### config.mk
export PLATFORM = sky130hd
export DESIGN_NAME = wb_rr_arbiter
export DESIGN_NICKNAME = d
export VERILOG_FILES = /design/src/rtl/wb_rr_arbiter.sv
export SDC_FILE = /design/constraint.sdc
export NUM_CORES = 1
export LEC_CHECK = 0
export CAP_MARGIN = 40
export CORE_ASPECT_RATIO = 0.9
export CORE_MARGIN = 1.5
export CORE_UTILIZATION = 30
export CTS_BUF_LIST = sky130_fd_sc_hd__clkbuf_16
export DETAILED_ROUTE_END_ITERATION = 16
export GPL_ROUTABILITY_DRIVEN = 1
export PLACE_DENSITY = 0.86
export SYNTH_ARGS = -nofsm -noshare
export SYNTH_HDL_FRONTEND = slang
export SYNTH_SLANG_ARGS = --single-unit
### constraint.sdc
create_clock -name clk_i -period 3.2 [get_ports clk_i]
set_input_delay 0.96 -clock clk_i [delete_from_list [all_inputs] [get_ports clk_i]]
set_output_delay 0.96 -clock clk_i [all_outputs]
set_load 0.005 [all_outputs]
### src/rtl/wb_rr_arbiter.sv
// wb_rr_arbiter: round-robin arbiter letting NUM_MASTERS Wishbone masters share
// one Wishbone slave port. A grant is held (bus lock) for as long as the granted
// master keeps m_cyc_i high. Each release costs one idle cycle before the next grant.
//
// Optional feature: define WB_ARB_TIMEOUT_EN to add a stall watchdog. It signals
// m_err_o to the granted master after TIMEOUT_CYCLES unterminated strobe cycles.
//
// Ports:
//   clk_i, rst_n_i          clock (rising edge), asynchronous active-low reset
//   m_cyc_i/m_stb_i/m_we_i  per-master request, strobe, write enable
//   m_adr_i, m_dat_i        flattened per-master address / write data
//   m_dat_o                 slave read data, broadcast to every master
//   m_ack_o, m_err_o        per-master termination, routed only to the grantee
//   s_*                     single slave-side Wishbone port
//   gnt_o                   registered one-hot grant
//   busy_o                  high while a master owns the bus
module wb_rr_arbiter #(
    parameter int unsigned NUM_MASTERS    = 4,
    parameter int unsigned ADDR_WIDTH     = 2,
    parameter int unsigned DATA_WIDTH     = 8,
    parameter int unsigned TIMEOUT_CYCLES = 64
) (
    input  logic                              clk_i,
    input  logic                              rst_n_i,
    input  logic [NUM_MASTERS-1:0]            m_cyc_i,
    input  logic [NUM_MASTERS-1:0]            m_stb_i,
    input  logic [NUM_MASTERS-1:0]            m_we_i,
    input  logic [NUM_MASTERS*ADDR_WIDTH-1:0] m_adr_i,
    input  logic [NUM_MASTERS*DATA_WIDTH-1:0] m_dat_i,
    output logic [DATA_WIDTH-1:0]             m_dat_o,
    output logic [NUM_MASTERS-1:0]            m_ack_o,
    output logic [NUM_MASTERS-1:0]            m_err_o,
    output logic                              s_cyc_o,
    output logic                              s_stb_o,
    output logic                              s_we_o,
    output logic [ADDR_WIDTH-1:0]             s_adr_o,
    output logic [DATA_WIDTH-1:0]             s_dat_o,
    input  logic [DATA_WIDTH-1:0]             s_dat_i,
    input  logic                              s_ack_i,
    input  logic                              s_err_i,
    output logic [NUM_MASTERS-1:0]            gnt_o,
    output logic                              busy_o
);

    localparam int unsigned IDX_W = (NUM_MASTERS > 1) ? $clog2(NUM_MASTERS) : 1;

    localparam logic [0:0] ST_IDLE  = 1'b0;
    localparam logic [0:0] ST_OWNED = 1'b1;

    // Elaboration-time parameter range checks
    if (NUM_MASTERS < 2 || NUM_MASTERS > 16) begin : g_bad_num_masters
        $error("wb_rr_arbiter: NUM_MASTERS must be in 2..16");
    end
    if (TIMEOUT_CYCLES < 1) begin : g_bad_timeout
        $error("wb_rr_arbiter: TIMEOUT_CYCLES must be at least 1");
    end

    logic [0:0]             state, state_nxt;
    logic [IDX_W-1:0]       last, last_nxt;
    logic [NUM_MASTERS-1:0] gnt_nxt;
    logic [IDX_W-1:0]       pick;
    logic                   req_any;

    logic                   gnt_cyc, gnt_stb, gnt_we;
    logic [ADDR_WIDTH-1:0]  gnt_adr;
    logic [DATA_WIDTH-1:0]  gnt_dat;
    logic                   fire;

    assign req_any = |m_cyc_i;

    // Granted master's signals; gnt_o is all-zero in IDLE, so these read 0 there
    always_comb begin
        gnt_cyc = 1'b0;
        gnt_stb = 1'b0;
        gnt_we  = 1'b0;
        gnt_adr = '0;
        gnt_dat = '0;
        for (int unsigned k = 0; k < NUM_MASTERS; k++) begin
            if (gnt_o[k]) begin
                gnt_cyc = m_cyc_i[k];
                gnt_stb = m_stb_i[k];
                gnt_we  = m_we_i[k];
                gnt_adr = m_adr_i[k*ADDR_WIDTH +: ADDR_WIDTH];
                gnt_dat = m_dat_i[k*DATA_WIDTH +: DATA_WIDTH];
            end
        end
    end

    // Round-robin pick: first requester searching upward from last+1, wrapping
    always_comb begin : rr_pick
        logic [IDX_W:0] cand;
        logic           found;
        pick  = last;
        found = 1'b0;
        cand  = '0;
        for (int unsigned i = 1; i <= NUM_MASTERS; i++) begin
            cand = {1'b0, last} + (IDX_W+1)'(i);
            if (cand >= (IDX_W+1)'(NUM_MASTERS)) begin
                cand = cand - (IDX_W+1)'(NUM_MASTERS);
            end
            if (!found && m_cyc_i[cand[IDX_W-1:0]]) begin
                found = 1'b1;
                pick  = cand[IDX_W-1:0];
            end
        end
    end

    // State register
    always_ff @(posedge clk_i or negedge rst_n_i) begin
        if (!rst_n_i) begin
            state <= ST_IDLE;
            last  <= IDX_W'(NUM_MASTERS - 1);
            gnt_o <= '0;
        end else begin
            state <= state_nxt;
            last  <= last_nxt;
            gnt_o <= gnt_nxt;
        end
    end

    // Next-state logic
    always_comb begin
        state_nxt = state;
        last_nxt  = last;
        gnt_nxt   = gnt_o;
        case (state)
            ST_IDLE: begin
                if (req_any) begin
                    state_nxt     = ST_OWNED;
                    last_nxt      = pick;
                    gnt_nxt       = '0;
                    gnt_nxt[pick] = 1'b1;
                end
            end
            ST_OWNED: begin
                // Bus lock: hold until the grantee drops cyc
                if (!gnt_cyc) begin
                    state_nxt = ST_IDLE;
                    gnt_nxt   = '0;
                end
            end
            default: begin
                state_nxt = ST_IDLE;
                gnt_nxt   = '0;
            end
        endcase
    end

`ifdef WB_ARB_TIMEOUT_EN
    localparam int unsigned CNT_W = $clog2(TIMEOUT_CYCLES + 1);

    logic [CNT_W-1:0] stall_cnt, stall_cnt_nxt;
    logic             stall;

    // A stall is a strobed cycle of the grantee with no slave termination
    assign stall = (state == ST_OWNED) & gnt_stb & ~s_ack_i & ~s_err_i;
    assign fire  = stall & (stall_cnt == CNT_W'(TIMEOUT_CYCLES - 1));

    always_comb begin
        stall_cnt_nxt = '0;
        if (stall && !fire && gnt_cyc) begin
            stall_cnt_nxt = stall_cnt + CNT_W'(1);
        end
    end

    always_ff @(posedge clk_i or negedge rst_n_i) begin
        if (!rst_n_i) begin
            stall_cnt <= '0;
        end else begin
            stall_cnt <= stall_cnt_nxt;
        end
    end
`else
    assign fire = 1'b0;
`endif

    // Slave port and termination routing are combinational (zero added latency)
    assign s_cyc_o = gnt_cyc;
    assign s_stb_o = gnt_stb & ~fire;
    assign s_we_o  = gnt_we;
    assign s_adr_o = gnt_adr;
    assign s_dat_o = gnt_dat;

    // Terminations reach only the grantee, and only while it strobes
    assign m_ack_o = gnt_o & {NUM_MASTERS{gnt_stb & s_ack_i}};
    assign m_err_o = gnt_o & {NUM_MASTERS{(gnt_stb & s_err_i) | fire}};
    assign m_dat_o = s_dat_i;
    assign busy_o  = (state == ST_OWNED);

endmodule

==> results.yml, run 1 <==
final_layout:
  final_cell_area_um2: 1840
  most-common-layout-cells: "clkdlybuf4s50_1 (57), nand2_1 (19), buf_4 (14)"
  syn2layout_area_growth_pct: 107
  final_common_cell: "clkdlybuf4s50_1"
  post-route-util_pct: 66.0
  layout-drive-gt1-share_pct: 14.1
  diodes: 0
  fillerInstances: 238
  nNetsFinal: 264
setup_path:
  arrival_ns: 2.19
  path_cells: "clkdlybuf4s50_1 > buf_4 > and3_1 > clkdlybuf4s50_1"
  critPathCaptureType: "output port"
  worstSetupPathType: "in -> out"
  cp-start-kind: "primary input"
  crit_path_top_delay_cell: "clkdlybuf4s50_1"
  path_max_fanout: 2
  critPathMostFrequentCell: "clkdlybuf4s50_1"
  cp_top_family: "buffers and inverters"
  crit_buf_inv: 3
  critPathRequiredTime_ns: 2.24
  critPathMaxStageDelay_ns: 0.51
logic_synthesis:
  syn_avg_cell_area_um2: 7.54
  yosysWarnings: 0
  synth.distinct_cells: 31
  synth-main-ff-cell: "dfrtp_1"
  ys_seq_area_share_pct: 20.0
  yosys-top-cells-area: "dfrtp_1 (14%), a221oi_1 (11%), nor2b_1 (9.8%)"
  syn_nets: 182
  yosys_register_bits: 7
  yosysTopAreaCell: "dfrtp_1"
  synth_cells: 118
  async_flop_share_pct: 100
  yosysTopAreaCellShare_pct: 14.1
  syn_area_um2: 890
  synth_edf_count: 0
timing:
  setup_ws_ns: 0.0491
  finalCritPeriodShare_pct: 98.5
  max_freq_ghz: 0.317
  grt_setup_unrepaired: "no"
  slew_headroom_pct: 61.0
  final_max_slew_viol_count: 0
  skew_ns: 0.000664
  worst_pin_slew_ns: 0.582
  period_minus_slack_ns: 3.15
  finalSetupViolCount: 0
  finalHoldViolCount: 0
flow_run:
  drv_cap: 0
power:
  peakVddDrop_mv: 0.549
  p_leak_nw: 0.814
  power_density_nw_per_um2: 764
status:
  outcome: "finished, final reports clean"
global_routing:
  grt.met2_usage_pct: 42.6
  grt_pass1_vias: 1187
  grt_pass1_wl_mm: 5.55
  grt_max_degree: 20
  grt.busiest_layer: "met2"
  antenna_found_initial: 0
  grt-ovfl-total: 0
  use_met1_pct: 25.4
  grt_use_total_pct: 23.4
  use_met3_pct: 5.44
placed_design:
  hpwl_mm: 2.95
  gp_congestion: 0.740
  port_buffers: 81
  place_area_um2: 1730
  dpl_worst_slack_ns: -0.446
route:
  wire_per_inst_um: 16.4
  drt_iter0_drc: 55
  avgViaCountPerCell: 5.36
  firstDrtPassIters: 4
  routed_wl_mm: 3.93
  ant_nets: 0
  drc: 0
  vias: 1282
clocking:
  cts_inserted_buffers: 3
  cts_max_level: 1
  cts-root-buf: "clkbuf_16"
  clkSinkCount: 7
  clk_latency_ns: 0.24
  clk_pin_slew_ns: 0.04
  cts_tree: "done"
  clockBufferDepth: 2
  hold_buffers: 0
floorplanning:
  core_area_um2: 2790
  start_util_pct: 31.9
  die_w_um: 60.4
  die_y_um: 54.7
  pin_count: 98
  rows: 18
  die_area_um2: 3300
min_path:
  hold_path.class: "reg -> reg"
## registers in the layout, indices dropped and copies added (netlist names)
name / flops
busy_o: 1
gnt_o: 4
last: 2
## repair_timing
action / in CTS / in global routing
pin swaps: 5 / 2
buffers inserted: 3 / 0
gates resized for setup: 35 / 6
endpoints found under the setup margin: 18 / 9
## final cells by class
type	count	area, µm²	share of cell area, %
flip-flops and latches	7	178	9.63
clock inverters	1	3.75	0.204
multi-input cells	92	624	33.9
inverters	1	3.75	0.204
well taps	40	50.0	2.71
clock buffers	3	75.1	4.07
repair buffers	95	910	49.3
## worst register-to-register path: cells and delay by family (launching register included)
family / cells / cell delay [ns]
AO/OA/AOI/OAI: 4 / 0.75
buffers and inverters: 2 / 0.41
flip-flops: 1 / 0.61
## power by group
part           switching [W]  total (W)  internal (W)
Clock              0.0000537   0.000217      0.000163
Sequential         0.0000944   0.000235      0.000141
Combinational       0.000427   0.000958      0.000531
Total               0.000575    0.00141      0.000835
## cell usage after synthesis, types with 2 or more instances
| library cell | number |
|---|---|
| a21oi_1 | 6 |
| a221oi_1 | 11 |
| a32o_1 | 2 |
| and3_1 | 8 |
| buf_4 | 8 |
| clkbuf_1 | 7 |
| dfrtp_1 | 5 |
| dfstp_2 | 2 |
| nand2_1 | 19 |
| nand3b_1 | 2 |
| nor2_1 | 3 |
| nor2b_1 | 14 |
| o21ai_0 | 2 |
| o2bb2ai_1 | 2 |
| o31ai_1 | 11 |
## path summary, 6_finish.rpt
check	startpoint	end	slack [ns]	cells after the start
max	m_stb_i[3]	m_err_o[3]	0.05	4
min	last[0]	last[0]	0.54	2
max reg2reg	gnt_o[2]	gnt_o[1]	1.34	6
min reg2reg	last[0]	last[0]	0.54	2
max in group asynchronous	rst_n_i	last[1]	1.91	1
min in group asynchronous	rst_n_i	gnt_o[1]	0.99	1
## kinds of logic (layout without fill, tap and decap cells)
family                 Yosys count  count (layout)  synth area share, %
AOI/OAI and AO/OA               39              39                 35.4
DFF                              7               7                 20.0
buffers and inverters           19             100                 12.5
muxes                            1               1                 1.13
and+or+nand+nor                 52              52                 30.9
## per-stage QoR
| step | total power (W) | std cells | hold WS, ns | TNS (ns) |
|---|---|---|---|---|
| after global placement | 0.00117 | 233 | 0.512 | -2.99 |
| after floorplan | 0.000686 | 118 | 0.498 | 0 |
| final | 0.00141 | 239 | 0.544 | 0 |
| after CTS | 0.00140 | 239 | 0.537 | -0.00338 |
| after global routing | 0.00150 | 239 | 0.553 | 0 |
| after detailed placement | 0.00122 | 233 | 0.529 | -3.70 |
## routing by layer
layer	up-vias	part of all wire, %
met1	597	36
met2	72	54
met4	0	2.5
met5	-	0
li1	602	-
met3	11	7.6
No activity file was read; power rests on OpenSTA's default activity.
==> run 2, diff against run 1 <==
CORE_MARGIN = 2   (was 1.5)
REMOVE_ABC_BUFFERS = 1   (was not set)
==> run 2 against run 1 <==
Effect of this change:
- non-clock buffer count increased by 1
- power is 2.8% lower
- sequential cell count did not move
- combinational power hardly changed
- via count down 2.3%
- clock power fell by 5%
- count of clock-buffer cells in the layout is the same
- sequential power fell by 14%
- critical endpoint is now m_ack_o[3]
- largest power group unchanged
==> results.yml, run 2 (synthesis results as in run 1) <==
setup_path:
  cp_top_family: "buffers and inverters"
  critPathCaptureType: "output port"
  critPathRequiredTime_ns: 2.24
  path_max_fanout: 2
  worstSetupPathType: "in -> out"
  cp-start-kind: "primary input"
  critPathMaxStageDelay_ns: 0.50
  crit_path_top_delay_cell: "clkdlybuf4s50_1"
  critPathMostFrequentCell: "clkdlybuf4s50_1"
  crit_buf_inv: 3
  path_cells: "clkdlybuf4s50_1 > buf_4 > and3_1 > clkdlybuf4s50_1"
  arrival_ns: 2.20
timing:
  slew_headroom_pct: 62.2
  grt_setup_unrepaired: "no"
  worst_pin_slew_ns: 0.563
  holdWs_ns: 0.534
  final_max_slew_viol_count: 0
  finalHoldViolCount: 0
  skew_ns: 0.000255
  max_freq_ghz: 0.317
  finalSetupViolCount: 0
  period_minus_slack_ns: 3.16
  finalCritPeriodShare_pct: 98.7
route:
  routed_wl_mm: 3.60
  drc: 0
  ant_nets: 0
  drt_iter0_drc: 55
  vias: 1252
  avgViaCountPerCell: 5.22
  wire_per_inst_um: 15.0
  firstDrtPassIters: 4
placed_design:
  dp.cells: 235
  gp_congestion: 0.867
  hpwl_mm: 2.85
  port_buffers: 81
  place_area_um2: 1750
global_routing:
  grt_pass1_vias: 1234
  grt-ovfl-total: 0
  grt_pass1_wl_mm: 5.62
  antenna_found_initial: 0
  grt_use_total_pct: 20.8
  grt_max_degree: 21
floorplanning:
  start_util_pct: 31.9
  rows: 18
  die_y_um: 55.7
  die_w_um: 61.4
  core_area_um2: 2790
  die_area_um2: 3420
  pin_count: 98
final_layout:
  most-common-layout-cells: "clkdlybuf4s50_1 (59), nand2_1 (19), buf_4 (15)"
  diodes: 0
  layout-drive-gt1-share_pct: 14.0
  top_register: "gnt_o"
  largest_register_ffs: 4
  final_common_cell: "clkdlybuf4s50_1"
  nNetsFinal: 265
  final_cell_area_um2: 1820
  post-route-util_pct: 65.2
  syn2layout_area_growth_pct: 105
  finalNonFillerCells: 240
clocking:
  clk_pin_slew_ns: 0.03
  clkSinkCount: 7
  clk_latency_ns: 0.23
  clockBufferDepth: 2
  cts_tree: "done"
  cts_max_level: 1
  cts-root-buf: "clkbuf_16"
  cts_inserted_buffers: 3
power:
  p_leak_nw: 0.853
  power_density_nw_per_um2: 753
  peakVddDrop_mv: 0.533
min_path:
  hold_path.class: "reg -> reg"
status:
  outcome: "finished, final reports clean"
flow_run:
  drv_cap: 0
==> run 2: cell types whose count changed in the layout (fill, tap and decap cells not counted), sizes merged <==
| cell | change |
|---|---|
| clkdlybuf4s15 | -6 |
| clkbuf | +5 |
| dlygate4sd2 | -3 |
| dlymetal6s2s | +3 |
| clkdlybuf4s50 | +2 |
==> run 2: path summary, 6_finish.rpt <==
check                           startpoint         end  slack [ns]  cells after the start
worst max register to register     last[1]    gnt_o[2]        1.54                      4
max in group asynchronous          rst_n_i     last[0]        1.92                      1
min in group asynchronous          rst_n_i      busy_o        1.00                      1
worst max-delay path            m_stb_i[3]  m_ack_o[3]        0.04                      4
worst min-delay path               last[0]     last[0]        0.53                      2
worst min register to register     last[0]     last[0]        0.53                      2
==> run 2: report_power, final <==
group	switching [W]	total (W)	internal [W]
registers	0.0000614	0.000203	0.000142
logic	0.000420	0.000961	0.000541
clock network	0.0000445	0.000207	0.000162
total	0.000526	0.00137	0.000845
==> run 2: timing repair <==
item                                    4_1_cts  5_1_grt
pin swaps                                     3        3
endpoints found under the setup margin       13       14
gates resized for setup                      20       14
hold buffers                                  0        0
setup buffers                                 1        0
==> run 2: area by class of cell <==
| cell class | count | area [µm²] |
|---|---|---|
| repair buffers | 96 | 905 |
| multi-input cells | 92 | 607 |
| well taps | 40 | 50.0 |
| clock inverters | 1 | 3.75 |
| clock buffers | 3 | 75.1 |
| flip-flops and latches | 7 | 178 |
| fillers | 259 | 971 |
| inverters | 1 | 3.75 |
==> run 2: per-layer routing <==
| metal | track usage [%] | vias to the layer above | wire length [µm] |
|---|---|---|---|
| li1 | - | 600 | - |
| met1 | 21.4 | 587 | 1370 |
| met2 | 39.7 | 63 | 1810 |
| met3 | 7.21 | 2 | 414 |
| met4 | 3.04 | 0 | 14 |
| met5 | 0 | - | 0 |
==> run 2: worst register-to-register path: stages (launching register included) <==
cell and delay, ns:
dfstp_2 0.60, mux2i_1 0.21, nor2_1 0.05, nor3_1 0.48, a32o_1 0.26
==> run 2: stage by stage <==
stage | power (W) | TNS (ns) | worst slack, ns
floorplan | 0.000637 | 0 | 0.485
global placement | 0.00119 | -2.40 | -0.321
detailed placement | 0.00123 | -3.28 | -0.455
CTS | 0.00140 | 0 | 0.00458
global route | 0.00150 | 0 | 0.00330
finish | 0.00137 | 0 | 0.0425
